[src/rtl/hazard_stall_ctrl.sv]
`default_nettype none
// ============================================================================
// Module      : hazard_stall_ctrl
// Description : Central stall/flush controller for the 5-stage pipeline.
//               Produces Stall (hold PC/F_REG/D_REG, bubble into E_REG) from
//               Tuse/Tnew data hazards and mult/div occupancy, and Req
//               (exception flush of every pipeline register, PC redirect to
//               the handler). Owns the mult/div busy counter and a saturating
//               stall-cycle performance counter.
// Revision    : 1.0 - initial release
// ----------------------------------------------------------------------------
// Ports
//   clk         in   1   pipeline clock, rising edge
//   reset       in   1   synchronous, active-high
//   D_rs/D_rt   in   5   source register indices of the D instruction
//   D_Tuse_rs/rt in  2   cycles until D needs the source (3 = unused)
//   E_A3/M_A3   in   5   destination of the E/M instruction (0 = none)
//   E_Tnew/M_Tnew in 2   cycles until the E/M result is forwardable
//   D_is_md     in   1   D instruction touches the mult/div unit
//   E_md_start  in   1   E instruction starts mult/div this cycle
//   E_md_div    in   1   1 = div/divu, 0 = mult/multu (with E_md_start)
//   M_ExcReq    in   1   exception/interrupt taken at M this cycle
//   Stall       out  1   hold front end, bubble E
//   Req         out  1   flush all pipeline registers
//   md_busy     out  1   mult/div unit busy
//   stall_cnt   out  32  saturating count of cycles with Stall=1
// ============================================================================
module hazard_stall_ctrl #(
  parameter int MULT_LAT = 5,
  parameter int DIV_LAT  = 10,
  parameter int CNT_W    = 4
) (
  input  logic        clk,
  input  logic        reset,
  input  logic [4:0]  D_rs,
  input  logic [4:0]  D_rt,
  input  logic [1:0]  D_Tuse_rs,
  input  logic [1:0]  D_Tuse_rt,
  input  logic [4:0]  E_A3,
  input  logic [1:0]  E_Tnew,
  input  logic [4:0]  M_A3,
  input  logic [1:0]  M_Tnew,
  input  logic        D_is_md,
  input  logic        E_md_start,
  input  logic        E_md_div,
  input  logic        M_ExcReq,
  output logic        Stall,
  output logic        Req,
  output logic        md_busy,
  output logic [31:0] stall_cnt
);

  localparam logic [CNT_W-1:0] c_MULT_LAT = CNT_W'(MULT_LAT);
  localparam logic [CNT_W-1:0] c_DIV_LAT  = CNT_W'(DIV_LAT);
  localparam logic [CNT_W-1:0] c_CNT_ZERO = '0;
  localparam logic [CNT_W-1:0] c_CNT_ONE  = CNT_W'(1);
  localparam logic [31:0]      c_SCNT_MAX = 32'hFFFF_FFFF;

  logic [CNT_W-1:0] md_cnt_q, md_cnt_d;
  logic [31:0]      stall_cnt_q, stall_cnt_d;

  logic w_hz_rs;
  logic w_hz_rt;
  logic w_md_idle;
  logic w_md_stall;
  logic w_req;
  logic w_stall;

  // --------------------------------------------------------------------------
  // Data hazards: a source stalls when a producer in E or M writes it and its
  // result arrives later than D needs it. Register 0 is hard-wired, so a zero
  // source never stalls; a producer with A3=0 can only match a zero source.
  // --------------------------------------------------------------------------
  always_comb begin
    w_hz_rs = 1'b0;
    if (D_rs != 5'd0) begin
      w_hz_rs = ((D_rs == E_A3) && (E_Tnew > D_Tuse_rs)) ||
                ((D_rs == M_A3) && (M_Tnew > D_Tuse_rs));
    end
  end

  always_comb begin
    w_hz_rt = 1'b0;
    if (D_rt != 5'd0) begin
      w_hz_rt = ((D_rt == E_A3) && (E_Tnew > D_Tuse_rt)) ||
                ((D_rt == M_A3) && (M_Tnew > D_Tuse_rt));
    end
  end

  // --------------------------------------------------------------------------
  // Mult/div occupancy. The unit is busy in the start cycle itself (the count
  // is not loaded yet) and for every cycle the count is nonzero.
  // --------------------------------------------------------------------------
  assign w_md_idle  = (md_cnt_q == c_CNT_ZERO);
  assign md_busy    = E_md_start || !w_md_idle;
  assign w_md_stall = D_is_md && md_busy;

  // Exception has priority over any stall: the flush squashes D anyway.
  assign w_req   = M_ExcReq;
  assign w_stall = !w_req && (w_hz_rs || w_hz_rt || w_md_stall);

  assign Req       = w_req;
  assign Stall     = w_stall;
  assign stall_cnt = stall_cnt_q;

  // --------------------------------------------------------------------------
  // Busy counter next state. A flush blocks a new start (the E op is younger
  // than the faulting one) but never cancels a running count (that op is
  // older and must complete). A start while busy cannot occur because D is
  // held; it is simply ignored.
  // --------------------------------------------------------------------------
  always_comb begin
    md_cnt_d = md_cnt_q;
    if (E_md_start && !w_req && w_md_idle) begin
      md_cnt_d = E_md_div ? c_DIV_LAT : c_MULT_LAT;
    end else if (!w_md_idle) begin
      md_cnt_d = md_cnt_q - c_CNT_ONE;
    end
  end

  // Stall-cycle counter saturates rather than wrapping.
  always_comb begin
    stall_cnt_d = stall_cnt_q;
    if (w_stall && (stall_cnt_q != c_SCNT_MAX)) begin
      stall_cnt_d = stall_cnt_q + 32'd1;
    end
  end

  always_ff @(posedge clk) begin
    if (reset) begin
      md_cnt_q    <= c_CNT_ZERO;
      stall_cnt_q <= 32'd0;
    end else begin
      md_cnt_q    <= md_cnt_d;
      stall_cnt_q <= stall_cnt_d;
    end
  end

endmodule
`default_nettype wire
[config.mk]
export PLATFORM = sky130hd
export DESIGN_NAME = hazard_stall_ctrl
export DESIGN_NICKNAME = d
export VERILOG_FILES = /design/src/rtl/hazard_stall_ctrl.sv
export SDC_FILE = /design/constraint.sdc
export NUM_CORES = 1
export LEC_CHECK = 0
export ABC_AREA = 1
export CORE_MARGIN = 5
export CORE_UTILIZATION = 47
export CTS_CLUSTER_DIAMETER = 60
export DETAILED_ROUTE_END_ITERATION = 6
export GPL_TIMING_DRIVEN = 0
export PLACE_DENSITY_LB_ADDON = 0.12
export SYNTH_ARGS = -nofsm -noshare
export SYNTH_HDL_FRONTEND = slang
export SYNTH_SLANG_ARGS = --single-unit
[constraint.sdc]
create_clock -name clk -period 1.55 [get_ports clk]
set_input_delay 0.155 -clock clk [delete_from_list [all_inputs] [get_ports clk]]
set_output_delay 0.155 -clock clk [all_outputs]
set_load 0.005 [all_outputs]
# Word-level counts from Yosys, hierarchy flattened

Cells that the tools add are included.

Add/sub/neg operators: 2
Magnitude comparators: 4
Equal/unequal tests: 6
Multiplexer cells: 5
Reductions and logical operators: 19

Operators by type and width:

| operator                | number |
|---|---|
| $add A32 B1 Y32 const B | 1 |
| $ne A32 B32 Y1 const B  | 1 |
| $eq A5 B5 Y1            | 4 |
| $mux W4                 | 3 |
| $reduce_bool A5 Y1      | 2 |
| $logic_and A1 B1 Y1     | 9 |
| $gt A2 B2 Y1            | 4 |
| $logic_or A1 B1 Y1      | 5 |
| $logic_not A4 Y1        | 1 |
| $sub A4 B1 Y4 const B   | 1 |
| $logic_not A1 Y1        | 2 |
| $mux W1                 | 2 |
| $ne A2 B1 Y1 const B    | 1 |

Register bits: 36
Output and inout port bits: 35
Word-level logic and storage cells: 38

# Longest topological paths before layout

Word-level depth: 8
Depth in mapped cells: 16
Gate-level depth less buffers: 15

# Least setup slack after synthesis

Ideal clock, no wire load.

Path type: register -> register
From: register stall_cnt_q[1] (netlist: stall_cnt[1])
To: register stall_cnt_q[31] (netlist: stall_cnt[31])
Data arrival time: 1.590 ns
Slack: -0.166 ns
Cell stages (with the launch flop): 14
Buffers on the path: 1
Period minus slack after synthesis: 1.716 ns
Cells stage by stage: dfxtp_1 -> ha_1 -> nand2_2 -> nor2_4 -> nand3_2 -> nor2_4 -> nand3_2 -> buf_6 -> nand2_4 -> nor2_2 -> nand3_1 -> nand2_1 -> nand2_1 -> nor2_2

Longest elaborated chain between the ends: 2
Elaborated cells between the ends (all ways): 3
Classes of those cells: add/sub (1); eq/ne (1); reduce/logical (1)

RTL lines:

| item                                                    | RTL line | source |
|---|---|---|
| start: declaration                                      | 60       | `logic [31:0] stall_cnt_q, stall_cnt_d;` |
| start signal: assignment                                | 135      | `stall_cnt_q <= stall_cnt_d;` |
| branches (longest 2 deep; another with $add A32 B1 Y32) | n/a      |  |

Parallel ways; which one is timed is not known.
A chain may end at the register's enable or synchronous reset.

# Worst setup path after layout

From: register stall_cnt_q[0] (netlist: stall_cnt[0])
To: register stall_cnt_q[26] (netlist: stall_cnt[26])

Same word-level chain as after synthesis.

==> flow_metrics.py <==
metrics = {
    "cts": {
        "cts.htree.levels": 2,
        "clock_sinks": 36,
        "cts_made_buffers": 5,
        "cts_buffer_depth": 2,
        "cts_tree": "yes",
        "clock_latency_ps": 290,
        "path_clk_slew_ps": 80,
        "root_buffer": "clkbuf_8",
        "holdBufCountCts": 0,
    },
    "pwr": {
        "power_density_nw_per_um2": 658,
        "ir_drop_mv": 0.687,
        "leakagePower_nw": 2.38,
    },
    "setup_path": {
        "critPathSlowestCell": "dfxtp_2",
        "path_depth": 11,
        "crit_required_ps": 1740,
        "critPathMaxStageDelay_ps": 360,
        "r2r_cells": 11,
        "critical_path_arrival_ps": 2070,
        "worstSetupPathType": "register to register",
        "cp-start-kind": "register",
        "worst-path-buf-inv": 1,
        "crit_family": "simple AND/OR/NAND/NOR gates",
        "endpoint_kind": "register",
        "cp_max_fo": 3,
        "cp_cell_sequence": "ha_4, nand2_4, nor2_4, buf_6, nand4_1, nor3_2, nand2_2, nor2_4, nand4_1, nand2_1, nor2_2",
    },
    "placed_design": {
        "gp_congestion": 0.928,
        "dp_hpwl_um": 7190,
        "io_buffers": 67,
        "place_area_um2": 4090,
    },
    "sta": {
        "period_minus_slack_ps": 1880,
        "period_share_pct": 121,
        "worst_pin_slew_ps": 685,
        "max_slew_margin_pct": 54.4,
        "hold_viol_final": 0,
        "grt_setup_unrepaired": "true",
        "timing.final.ws_setup_ps": -332,
        "fmax_mhz": 531,
        "slew_viol_final": 0,
        "setup_viol": 33,
        "skew_ps": 2.97,
    },
    "min_path": {
        "holdPathStages": 2,
        "min-delay-path-class": "primary input to register",
    },
    "outcome": {
        "status": "finished with violations",
        "violations": "negative setup slack",
    },
    "run": {
        "maxCapViolCount": 0,
    },
    "floorplan": {
        "die_w_um": 93.3,
        "initial_utilization_pct": 48.3,
        "die_h_um": 93.3,
        "row_count": 30,
        "core_um2": 6760,
        "ioPinCount": 69,
        "die_area_um2": 8700,
    },
    "route": {
        "wirelength_um": 12000,
        "postRouteAntennaNets": 0,
        "wire_per_inst_um": 16.1,
        "dr.pass1.iters": 5,
        "drc": 0,
        "num_vias": 4101,
        "wl_met3_um": 815,
        "highest_layer": "met4",
        "met1_length_um": 4820,
        "drt_iter0_drc": 377,
        "vias_per_cell": 5.50,
        "dr_wl_met2_um": 5940,
    },
    "logic_synthesis": {
        "synthSimpleGateAreaFrac_pct": 52.8,
        "synth-seq-area-share_pct": 22.1,
        "syn-num-nets": 605,
        "ys_types": 35,
        "muxShareOfSynthArea_pct": 0,
        "synthXorXnorAreaFrac_pct": 1.07,
        "async_reset_ff_share_pct": 0,
        "yosysWarningCount": 0,
        "synth_compound_area_share_pct": 3.15,
        "ys.flop_type": "dfxtp_1",
        "synth_top_family_by_area": "simple AND/OR/NAND/NOR gates",
        "synth-edff-count": 0,
        "syn_inst": 560,
        "syn_area_um2": 3260,
        "avgSynthCellArea_um2": 5.82,
        "synth-adder-area-share_pct": 4.22,
        "ys_ff_latch": 36,
    },
    "final_layout": {
        "finish.utilization_pct": 76.1,
        "final_cell_mix": "nand2_1, inv_1, nor2_1",
        "final_common_cell": "nand2_1",
        "drive_gt1_share_pct": 32.8,
        "syn_to_final_growth_pct": 57.6,
        "fin_nets": 709,
        "num-fill-cells": 525,
        "antenna_cells": 0,
        "stdcell_area_um2": 5140,
    },
    "global_route": {
        "grt_max_degree": 12,
        "antenna_found_initial": 0,
        "first_global_vias": 3953,
        "gr-usage-all-layers_pct": 25.4,
        "grt_pass1_wl_um": 18100,
        "grt_remaining_overflow": 0,
    },
}
[logic make-up after synthesis]
kind of cell    count (synthesis)
simple gates                  355
buf+inv                       135
flops                          36
compound gates                 19
fa+ha+maj                      11
xor+xnor                        4
[worst register-to-register path, stage by stage, from the launching register on]
cell,delay (ps)
dfxtp_2,360
ha_4,150
nand2_4,50
nor2_4,130
buf_6,120
nand4_1,150
nor3_2,290
nand2_2,120
nor2_4,150
nand4_1,110
nand2_1,100
nor2_2,50
[power breakdown]
part	internal [mW]	switching (mW)
clock network	0.362	0.367
registers	0.991	0.0640
logic	0.793	0.806
[flip-flops by register name, summed over array words and instances, names as in the netlist]
signal     cells
md_cnt_q       4
stall_cnt     32
[repair_timing]
action	CTS	global route
pin swaps	64	75
setup endpoints to repair	34	38
gates resized for setup	117	111
cloned	2	4
buffers inserted	22	9
[per-layer routing]
| layer | vias to the layer above | track usage, % |
|---|---|---|
| met5 | - | 0 |
| met4 | 0 | 9.04 |
| met3 | 47 | 4.34 |
| met2 | 192 | 43.4 |
| met1 | 1904 | 32.0 |
| li1 | 1958 | - |
[area by class of cell]
cell class	count	area, µm²	area share [%]
multi-input combinational	389	2540	49.5
timing repair buffer	98	1040	20.2
sequential	36	758	14.8
inverter	117	447	8.69
buffer	17	160	3.12
tap	80	100	1.95
clock buffer	7	86.3	1.68
clock inverter	1	7.51	0.146
[final timing paths]
path                         to  slack [ps]    startpoint
setup / recovery  stall_cnt[26]        -330  stall_cnt[0]
hold / removal    stall_cnt[31]         340         reset
setup reg to reg  stall_cnt[26]        -330  stall_cnt[0]
hold reg to reg     md_cnt_q[3]         540   md_cnt_q[3]
[cells in the mapped netlist, types with 2 or more instances]
cell type	count	area share [%]
inv_2	12	1.4
nand3_2	5	1.5
a21oi_1	7	1.1
nand3b_1	13	3.0
a31oi_1	2	0.38
nand3_1	37	5.7
nand2_1	161	19
clkinv_1	8	0.92
nand4_1	34	6.5
nor2_2	12	2.3
nand2_4	2	0.69
buf_4	2	0.46
xor2_1	3	0.81
nor3_1	9	1.4
clkbuf_1	9	1.0
o21ai_0	8	1.2
buf_6	3	1.0
inv_1	97	11
ha_1	11	4.2
nor3_2	2	0.61
nor2_1	62	7.1
buf_2	4	0.61
nand2_2	6	1.2
dfxtp_1	36	22
nor2_4	5	1.7
[metrics by stage]
stage | setup TNS (ps) | hold WS, ps | setup WS, ps | power (mW) | instances
global route | -10600 | 361 | -427 | 3.57 | 745
finish | -6800 | 342 | -332 | 3.38 | 745
detailed placement | -23680 | 527 | -1120 | 2.10 | 707
CTS | -6930 | 326 | -307 | 3.16 | 739
floorplan | -888 | 332 | -53.5 | 1.75 | 560
global placement | -23240 | 518 | -1130 | 2.08 | 707
Power figures use the tool's default switching activity.
